==> src/rtl/lane_frame_pkg.sv <==
// Shared types and helpers for the lane-indexed packed frame packer.
package lane_frame_pkg;

    localparam int unsigned LANES_DEF  = 4;
    localparam int unsigned LANE_W_DEF = 8;

    // msb carries the beat count, lsb the XOR checksum of written data.
    typedef struct packed {
        logic [7:0]                  msb;
        logic [0:LANES_DEF-1][7:0]   data;
        logic [7:0]                  lsb;
    } lane_frame_t;

    typedef enum logic {
        FILL = 1'b0,
        HOLD = 1'b1
    } lane_pack_state_t;

    // Start-of-frame accumulator: every lane erased, count and checksum cleared.
    function automatic lane_frame_t frame_init();
        lane_frame_t f;
        f.msb  = 8'h00;
        f.data = '1;
        f.lsb  = 8'h00;
        return f;
    endfunction

    // Beat counter increment that sticks at all-ones instead of wrapping.
    function automatic logic [7:0] sat_inc8(input logic [7:0] v);
        return (v == 8'hff) ? 8'hff : (v + 8'h01);
    endfunction

    // Running XOR checksum update.
    function automatic logic [7:0] csum_upd8(input logic [7:0] c, input logic [7:0] d);
        return c ^ d;
    endfunction

endpackage

==> src/rtl/lane_frame_packer.sv <==
// Assembles addressed byte beats into a packed {count, lanes, checksum} frame
// and presents the closed frame downstream over a valid/ready handshake.
module lane_frame_packer
    import lane_frame_pkg::*;
#(
    parameter int unsigned LANES = LANES_DEF,
    parameter int unsigned W     = LANE_W_DEF,
    parameter int unsigned IDX_W = 3
) (
    input  logic                   clk_i,
    input  logic                   rst_ni,
    input  logic                   in_valid_i,
    output logic                   in_ready_o,
    input  logic [IDX_W-1:0]       in_addr_i,
    input  logic [W-1:0]           in_data_i,
    input  logic                   in_last_i,
    output logic                   out_valid_o,
    input  logic                   out_ready_i,
    output logic [(LANES+2)*W-1:0] out_frame_o,
    output logic                   out_err_o
);

    // Reset image of the presented frame: lanes all ones, count/checksum zero.
    localparam lane_frame_t FRAME_RST = '{msb: 8'h00, data: '1, lsb: 8'h00};

    lane_pack_state_t state_r;
    lane_pack_state_t state_nxt_s;
    lane_frame_t      acc_r;
    lane_frame_t      acc_nxt_s;
    logic             acc_err_r;
    logic             acc_err_nxt_s;
    lane_frame_t      frame_r;
    lane_frame_t      frame_nxt_s;
    logic             err_r;
    logic             err_nxt_s;

    logic             accept_s;
    logic             in_range_s;
    logic             lane_hit_s;
    lane_frame_t      beat_s;
    logic             beat_err_s;

    // Apply the current beat (if any) to a copy of the accumulator.
    always_comb begin
        accept_s   = in_valid_i && (state_r == FILL);
        in_range_s = (in_addr_i < IDX_W'(LANES));
        lane_hit_s = accept_s && in_range_s;
        beat_s     = acc_r;
        beat_err_s = acc_err_r | (accept_s & ~in_range_s);
        for (int i = 0; i < int'(LANES_DEF); i++) begin
            beat_s.data[i] = (lane_hit_s && (in_addr_i == IDX_W'(i))) ? in_data_i : acc_r.data[i];
        end
        if (lane_hit_s) begin
            beat_s.msb = sat_inc8(acc_r.msb);
            beat_s.lsb = csum_upd8(acc_r.lsb, in_data_i);
        end else begin
            beat_s.msb = acc_r.msb;
            beat_s.lsb = acc_r.lsb;
        end
    end

    // Next-state and register-load decisions for the FILL/HOLD controller.
    always_comb begin
        state_nxt_s   = state_r;
        acc_nxt_s     = acc_r;
        acc_err_nxt_s = acc_err_r;
        frame_nxt_s   = frame_r;
        err_nxt_s     = err_r;
        case (state_r)
            FILL: begin
                if (accept_s && in_last_i) begin
                    frame_nxt_s   = beat_s;
                    err_nxt_s     = beat_err_s;
                    acc_nxt_s     = frame_init();
                    acc_err_nxt_s = 1'b0;
                    state_nxt_s   = HOLD;
                end else if (accept_s) begin
                    acc_nxt_s     = beat_s;
                    acc_err_nxt_s = beat_err_s;
                end else begin
                    acc_nxt_s     = acc_r;
                    acc_err_nxt_s = acc_err_r;
                end
            end
            HOLD: begin
                if (out_ready_i) begin
                    // Frame stays on the bus after the handshake; only valid and err drop.
                    state_nxt_s   = FILL;
                    acc_nxt_s     = frame_init();
                    acc_err_nxt_s = 1'b0;
                    err_nxt_s     = 1'b0;
                end else begin
                    state_nxt_s   = HOLD;
                end
            end
            default: begin
                state_nxt_s   = FILL;
                acc_nxt_s     = frame_init();
                acc_err_nxt_s = 1'b0;
                frame_nxt_s   = FRAME_RST;
                err_nxt_s     = 1'b0;
            end
        endcase
    end

    // State, accumulator and presented-frame registers; reset drops any frame in flight.
    always_ff @(posedge clk_i or negedge rst_ni) begin
        if (!rst_ni) begin
            state_r   <= FILL;
            acc_r     <= frame_init();
            acc_err_r <= 1'b0;
            frame_r   <= FRAME_RST;
            err_r     <= 1'b0;
        end else begin
            state_r   <= state_nxt_s;
            acc_r     <= acc_nxt_s;
            acc_err_r <= acc_err_nxt_s;
            frame_r   <= frame_nxt_s;
            err_r     <= err_nxt_s;
        end
    end

    assign in_ready_o  = (state_r == FILL);
    assign out_valid_o = (state_r == HOLD);
    assign out_frame_o = frame_r;
    assign out_err_o   = err_r;

endmodule
==> config.mk <==
export PLATFORM = sky130hd
export DESIGN_NAME = lane_frame_packer
export DESIGN_NICKNAME = d
export VERILOG_FILES = /design/src/rtl/lane_frame_pkg.sv /design/src/rtl/lane_frame_packer.sv
export SDC_FILE = /design/constraint.sdc
export NUM_CORES = 1
export LEC_CHECK = 0
export ABC_CLOCK_PERIOD_IN_PS = 1930
export CAP_MARGIN = 20
export CORE_ASPECT_RATIO = 0.6
export CORE_MARGIN = 5
export CORE_UTILIZATION = 49
export CTS_BUF_LIST = sky130_fd_sc_hd__clkbuf_16
export DETAILED_ROUTE_END_ITERATION = 10
export PLACE_DENSITY = 0.84
export SLEW_MARGIN = 20
export SYNTH_ARGS = -nofsm -noshare
export SYNTH_HDL_FRONTEND = slang
export SYNTH_SLANG_ARGS = --single-unit
export TNS_END_PERCENT = 1
==> constraint.sdc <==
create_clock -name clk_i -period 1.93 [get_ports clk_i]
set_clock_uncertainty 0.05 [all_clocks]
set_input_delay 0.386 -clock clk_i [delete_from_list [all_inputs] [get_ports clk_i]]
set_output_delay 0.386 -clock clk_i [all_outputs]
set_load 0.05 [all_outputs]
==> results of run 1 <==
## registers in the layout, summed over array words and instances (netlist names)
| name | flops |
|---|---|
| acc_r | 48 |
| acc_err_r | 1 |
| out_err_o | 1 |
| out_valid_o | 1 |
| out_frame_o | 48 |
## through the flow
| step | utilization (%) | cell area [um2] |
|---|---|---|
| floorplan | - | 4480 |
| detailed placement | 59.4 | 5380 |
| finish | 63.5 | 5750 |
| CTS | 63.3 | 5730 |
| global route | 63.5 | 5750 |
| global placement | 59.4 | 5380 |
## worst min-delay path: stages, from the launching register on
cell and delay, ns:
sky130_fd_sc_hd__dfstp_2 0.37, sky130_fd_sc_hd__nand2_1 0.04, sky130_fd_sc_hd__o21ai_1 0.05
## layer usage
metal / share of wire (%) / up-vias / track usage [%]
met3: 8.0 / 20 / 8.19
li1: - / 1618 / -
met5: 0 / - / 0
met4: 1.3 / 0 / 5.60
met1: 46 / 1722 / 29.6
met2: 45 / 130 / 31.1
## final timing paths
kind	endpoint	cells after the start
hold / removal	out_frame_o[20]	2
hold reg to reg	out_frame_o[20]	2
setup reg to reg	acc_r[14]	5
min in group asynchronous	out_frame_o[7]	2
setup / recovery	acc_r[14]	6
max in group asynchronous	out_valid_o	3
## area by class of cell
type / count / area share [%]
Inverter: 1 / 0.0652
Sequential cell: 99 / 44.5
Multi-Input combinational cell: 274 / 31.2
Clock inverter: 5 / 0.979
Timing Repair Buffer: 107 / 16.0
Tap cell: 116 / 2.52
Clock buffer: 11 / 4.78
## power by group through the flow
stage / sequential [uW] / combinational, uW / clock (uW)
after detailed placement: 2540 / 1540 / 0
final: 2510 / 1540 / 1950
after global placement: 2520 / 1510 / 0
after floorplan: 3190 / 344 / 0
after CTS: 2510 / 1550 / 1980
after global routing: 2540 / 1630 / 2070
## cells in the mapped netlist, types with 5 or more instances
cell type,instances
sky130_fd_sc_hd__buf_2,6
sky130_fd_sc_hd__xor2_1,9
sky130_fd_sc_hd__nand2_1,60
sky130_fd_sc_hd__o31ai_1,11
sky130_fd_sc_hd__o21ai_0,45
sky130_fd_sc_hd__o22a_1,34
sky130_fd_sc_hd__nand2b_1,6
sky130_fd_sc_hd__mux2i_1,33
sky130_fd_sc_hd__a21oi_1,15
sky130_fd_sc_hd__clkbuf_1,24
sky130_fd_sc_hd__dfstp_2,64
sky130_fd_sc_hd__o21ai_1,10
sky130_fd_sc_hd__and3_1,5
sky130_fd_sc_hd__dfrtp_1,35
sky130_fd_sc_hd__nor2_1,7
## logic make-up (layout without fill, tap and decap cells)
kind of cell | Yosys count | after routing | share of synthesized area, %
buffers and inverters | 36 | 124 | 3.61
adders and majority gates | 1 | 1 | 0.279
and+or+nand+nor | 103 | 103 | 11.2
muxes | 33 | 33 | 7.38
DFF | 99 | 99 | 57.1
xor gates and xnor gates | 10 | 10 | 1.96
AOI/OAI and AO/OA | 127 | 127 | 18.4
## what timing repair did
action,in CTS,in global routing
endpoints found under the hold margin,2,0
setup endpoints to repair,12,19
resized for setup,3,6
pin swaps,0,0
hold buffers,1,0
==> run summary, run 1 <==
The cell area after synthesis is 4480 um2. The largest fanout on the critical path came out at 8. The tightest min-delay check is of the reg -> reg type. In this run the worst setup path begins at in_valid_i.

In this run the most critical hold path is launched from out_frame_o[20]. The share of async-settable or async-resettable flops after synthesis is 100%. The worst setup path is captured at a register. The number of setup buffers added after CTS is 0. The design internal power is 4010 uW. In this run, the number of DRC markers left after iteration 0 of detailed routing was 300. The final hold slack is 0.420 ns. The worst reg-to-reg setup slack is 0.05 ns.

When the netlist entered floorplanning its net count stood at 426. The starting utilization of the core area came out at 49.4%. The worst register-to-register path begins at out_valid_o. The share of total power dissipated in sequential elements is 41.8%. The tool flagged a number of max-cap violations equal to 0.

The site row count is 27. The cell accounting for the most synthesized area is sky130_fd_sc_hd__dfstp_2. The slew at the pin closest to its max-slew limit came out at 0.479 ns. The clock-pin slew reported for the worst setup and hold paths after clock tree synthesis came out at 0.06 ns. The proportion of synthesized chip area in sequential cells is 57.1%. The clock drives 99 sinks. Dividing the final minimum period by the clock period gives 101%. TritonCTS built the clock tree. The CTS root buffer is sky130_fd_sc_hd__clkbuf_16. Timing would allow up to 0.513 GHz. The number of fill cells in the layout came out at 704. The share of total power in combinational logic came out at 25.7%. The count of buffers inserted at the top-level ports is 66.

Headroom to the max-slew limit came out at 68.1%. The H-tree depth reported by CTS came out at 3. The final hold violation count is 0.

The number of flip-flops and latches in the synthesized netlist came out at 99. The core footprint is 9050 um2. The wire length of the first global-routing pass came out at 18.6 mm. The via count of the first global-routing pass came out at 3,537. The worst-case clock buffer depth came out at 2.

Summed over all nets, the half-perimeter wirelength after detailed placement is 8.24 mm. The TritonCTS buffer count is 9. After the last flow step, the layout net total stands at 509.

The insertion delay to the later sink of the worst-skew pair is 0.35 ns. The final worst slack is -0.0198 ns. For this run, the slowest stage of the critical path takes 0.48 ns.

The count of endpoints failing setup in the final report is 15. The number of DRC violations after detailed routing is 0. The checks that failed: negative setup slack. The number of synthesized flops with an enable pin is 0.

The number of antenna violations at the first check in global routing is 0. The critical path is of the in -> reg type. The max-slew violation total from the final report is 0.

The area added between synthesis and finish is 28.5%. The flow ran to the end, but the final reports show violations. The fraction of layout instances using a drive strength above 1 came out at 37.4%.

The type of element launching the critical path is a primary input. By area the synthesized netlist is led by sky130_fd_sc_hd__dfstp_2 38%, sky130_fd_sc_hd__dfrtp_1 20%, sky130_fd_sc_hd__mux2i_1 7.4%. Power spread over the standard cell area amounts to 1040 nW/um2. The fraction of synthesized cell area taken by the top area cell type came out at 37.6%. The overall die area is 11,200 um2. The combined buffer and inverter count along the critical path came out at 2. The routed via count divided by cell count came out at 5.69.

The height of the die came out at 84.0 um. The overall track demand over capacity in global routing came out at 21.2%. For this run, the leading register cell type out of synthesis is sky130_fd_sc_hd__dfstp_2. Entering global routing, the biggest net connects 53 pins. The setup TNS came out at -0.132 ns.

During I/O placement, the number of pins put on the boundary was 67. The post-route antenna net violation count is 0. The number of instances in the placed design is 596. The post-synthesis cell type count came out at 45. Subtracting the final worst setup slack from the clock period gives 1.95 ns.

The multi-input combinational cells in the finished layout cover a total of 1790 um2. The synthesized area per cell is 10.9 um2. The arrival time reported for the critical path endpoint came out at 2.18 ns. The count of vias placed by the detailed router came out at 3,490. The first-pass iteration count of the detailed router is 5. The library cells used most frequently in the layout, excluding fill and tap cells, are 85 x sky130_fd_sc_hd__buf_4, 64 x sky130_fd_sc_hd__dfstp_2, 59 x sky130_fd_sc_hd__nand2_1.

Setup repair after global routing could not meet its margin everywhere. For this run, the number of Yosys warnings is 0. For the worst setup path, the data required time is 2.16 ns.

The cell count after synthesis is 409. The slowest stage of the critical path belongs to the cell sky130_fd_sc_hd__clkdlybuf4s50_1. The commonest non-fill, non-tap cell in the layout is sky130_fd_sc_hd__buf_4. The pre-CTS worst setup slack came out at -0.374 ns.

The relative contribution of the clock network to total power came out at 32.4%. Walking the worst path, the cells encountered are clkdlybuf4s50_1 > buf_4 > or3b_1 > nand2b_1 > nand2_1 > o22a_1. The routed wirelength normalized by instance count is 18.8 um. The final wirelength came out at 11.5 mm. The switching fraction of total power came out at 33.1%. The kind of cell with the highest combined delay along the critical path is simple AND/OR/NAND/NOR gates. The non-filler instance count after layout is 613. The floorplan die width is 133 um. The leftover overflow at the end of global routing is 0. Summed over all nets, the switching power comes to 1990 uW.

Routability-driven placement finished with a final weighted congestion of 0.852. The area of all sequential standard cells is 2560 um2. The antenna cell count came out at 0.

In this run the static leakage power is 0.00258 uW. The maximum ir drop on the vdd rail came out at 0.667 mV. The total chip power is 5990 uW.
No activity file was read; power rests on OpenSTA's default activity.
==> run 2, diff against run 1 <==
--- a/config.mk
+++ b/config.mk
@@ -5,14 +5,14 @@
 export SDC_FILE = /design/constraint.sdc
 export NUM_CORES = 1
 export LEC_CHECK = 0
-export ABC_CLOCK_PERIOD_IN_PS = 1930
 export CAP_MARGIN = 20
 export CORE_ASPECT_RATIO = 0.6
 export CORE_MARGIN = 5
-export CORE_UTILIZATION = 49
+export CORE_UTILIZATION = 57
 export CTS_BUF_LIST = sky130_fd_sc_hd__clkbuf_16
 export DETAILED_ROUTE_END_ITERATION = 10
-export PLACE_DENSITY = 0.84
+export DONT_BUFFER_PORTS = 1
+export PLACE_DENSITY = 0.83
 export SLEW_MARGIN = 20
 export SYNTH_ARGS = -nofsm -noshare
 export SYNTH_HDL_FRONTEND = slang
==> run 2 against run 1 <==
  * The flow finishes with violations (negative hold slack)
  * Via count down 12%
  * Maximum frequency up 2.9%
  * Highest routed layer unchanged
  * Global-route usage fell by 0.23 points
  * Setup slack gained 0.056 ns
  * Largest power group unchanged
  * First-iteration DRC count fell by 2.3%
  * Power is 9.7% lower
  * Final cell count down 16%
  * Worst hold slack got worse by 0.74 ns
  * Final area is 15% lower
  * Sequential power increased by 27%
==> run summary, run 2 (synthesis results as in run 1) <==
The area of all sequential standard cells came out at 2560 um2. The finished layout holds 512 standard cells, fillers aside. The required time at the endpoint of the critical path came out at 2.16 ns. After detailed routing, the total wire length is 9.87 mm.

The maximum clock frequency came out at 0.528 GHz. The overall track demand over capacity in global routing is 21.0%. The overall die area came out at 9780 um2. Along the worst path, the maximum fanout reaches 8. In the routed design, unresolved DRC markers number 0.

The global placement routability congestion is 0.869. STA classifies the critical path startpoint as a register. The leftover overflow at the end of global routing came out at 0.

The number of antenna violations at the first check in global routing came out at 0. The area used by multi-input combinational logic came out at 1780 um2. The worst-case clock buffer depth came out at 2. TritonCTS built the clock tree. The final hold violation count is 99. Prior to clock tree synthesis, the placed netlist has a worst setup slack of 0.00934 ns.

The run finished, with violations left. The number of instances in the placed design came out at 496. In this run the number of H-tree levels came out at 3. The insertion delay to the later sink of the worst-skew pair is 0.35 ns. Measured along the x axis, the die boundary spans 124 um. Across all setup checks in the final design, the least slack found is 0.0358 ns. The fraction of layout instances using a drive strength above 1 came out at 24.8%. Measured in cells, the most critical reg-to-reg path has a length of 5. Entering global routing, the biggest net connects 100 pins.

From synthesis to final layout, the design area changed by 9.39%. The max-slew violation total from the final report came to 0. The worst setup path is captured at a register. The TritonCTS buffer count came out at 9. Setup repair after global routing could not meet its margin everywhere. After floorplanning, the core was sized to cover 7760 um2. The worst register-to-register path ends at acc_r[33]. The site row count is 25. The via count of the first global-routing pass is 3,001. For this design the ratio of total power to cell area is 1110 nW/um2.

The antenna cell count came out at 0. The tightest hold path in the finished design has a slack of -0.320 ns. The number of violations of the max-capacitance limit is 0. The count of vias placed by the detailed router came out at 3,066. The routed via count divided by cell count came out at 5.99. The setup TNS came out at 0 ns.

Tracing the worst setup path back leads to its startpoint at out_valid_o. In this run the remaining antenna-violating nets after routing total 0. The wire length of the first global-routing pass came out at 16.1 mm. The slowest stage of the critical path belongs to the cell sky130_fd_sc_hd__dfrtp_2. The worst slew margin relative to its limit came out at 65.8%. The starting utilization of the core area is 57.7%. The number of clock sinks seen by CTS is 99. The CTS root buffer is sky130_fd_sc_hd__clkbuf_16. For this design the static power due to leakage is 0.00210 uW. The checks that failed: negative hold slack. The worst reg-to-reg setup slack is 0.04 ns.

The shortest period the worst path allows came out at 1.89 ns. The kind of critical path is reg -> reg. 67 I/O pins were placed.

Counting stages on the worst path, the most repeated cell is sky130_fd_sc_hd__nand2b_1. In the layout the commonest cells are 64 x sky130_fd_sc_hd__dfstp_2, 59 x sky130_fd_sc_hd__nand2_1, 45 x sky130_fd_sc_hd__o21ai_0. The total chip power is 5410 uW. For this block, the initial DRC count from the detailed router was 293. Of the available clock period, the critical path in the final layout requires 98.1%. The routed wirelength normalized by instance count came out at 19.3 um.

The net count of the finished layout is 416. The count of endpoints failing setup in the final report came out at 0. The signal on the critical path passes through buf_4 > or3b_1 > nand2b_1 > nand2b_1 > o22a_1.

The count of buffers inserted at the top-level ports came out at 0. In this run the worst setup path terminates at acc_r[33]. Clock-pin slew was measured on the worst setup and hold paths at 0.06 ns. At the pin with the least slew margin, the transition time is 0.514 ns. The first-pass iteration count of the detailed router came out at 4. After filler insertion, the fill cell instance count of the layout stands at 640. The startpoint identified for the worst register-to-register timing path is out_valid_o.

The library cell used most frequently in the layout, excluding fill and tap cells, is sky130_fd_sc_hd__dfstp_2. From bottom edge to top edge, the die measures 78.6 um. The critical path's largest stage delay is 0.41 ns. The arrival time reported for the critical path endpoint came out at 2.12 ns. The maximum ir drop on the vdd rail came out at 0.586 mV. In this run the worst hold path is classified as in -> async. The placed wire-length estimate after detailed placement came out at 6.84 mm.
-- run 2: power breakdown --
group	internal, uW	switching (uW)
combinational	159	254
sequential	2400	795
clock	1060	740
total	3620	1790
-- run 2: stage by stage --
stage	hold WS, ns	area [um2]	utilization (%)
after global routing	-0.339	4900	63.1
final	-0.320	4900	63.1
after floorplan	0.0404	4480	-
after global placement	0.0467	4580	59.0
after CTS	-0.330	4890	63.0
after detailed placement	0.0458	4580	59.0
-- run 2: worst min-delay path by stage --
stage / slack, ns / to
floorplan: 0.04 / acc_err_r
global placement: 0.05 / out_frame_o[46]
detailed placement: 0.05 / out_frame_o[46]
CTS: -0.33 / out_frame_o[46]
global route: -0.34 / out_frame_o[44]
finish: -0.32 / out_frame_o[46]
-- run 2: worst max-delay path, delay by kind of cell (launching register included) --
family | cells | cell delay (ns)
flops | 1 | 0.41
compound gates | 1 | 0.26
buf+inv | 1 | 0.21
simple gates | 3 | 0.89
-- run 2: metal layers --
metal | global-route usage (%) | vias to the layer above | share of wire, %
li1 | - | 1443 | -
met1 | 28.4 | 1518 | 46
met2 | 30.9 | 92 | 44
met3 | 8.97 | 13 | 8.3
met4 | 6.13 | 0 | 1.4
met5 | 0 | - | 0
-- run 2: final cells by class --
| type | count | share of cell area [%] |
|---|---|---|
| sequential | 99 | 52.2 |
| multi-input combinational | 274 | 36.3 |
| tap | 108 | 2.76 |
| clock buffer | 10 | 5.11 |
| inverter | 1 | 0.0766 |
| timing repair buffer | 14 | 2.48 |
| clock inverter | 6 | 0.996 |
-- run 2: what timing repair did --
| item | CTS | global route |
|---|---|---|
| endpoints found under the hold margin | 99 | 99 |
| pin swaps | 1 | 0 |
| endpoints found under the setup margin | 1 | 28 |
| gates resized for setup | 2 | 3 |
| buffers inserted | 0 | 0 |
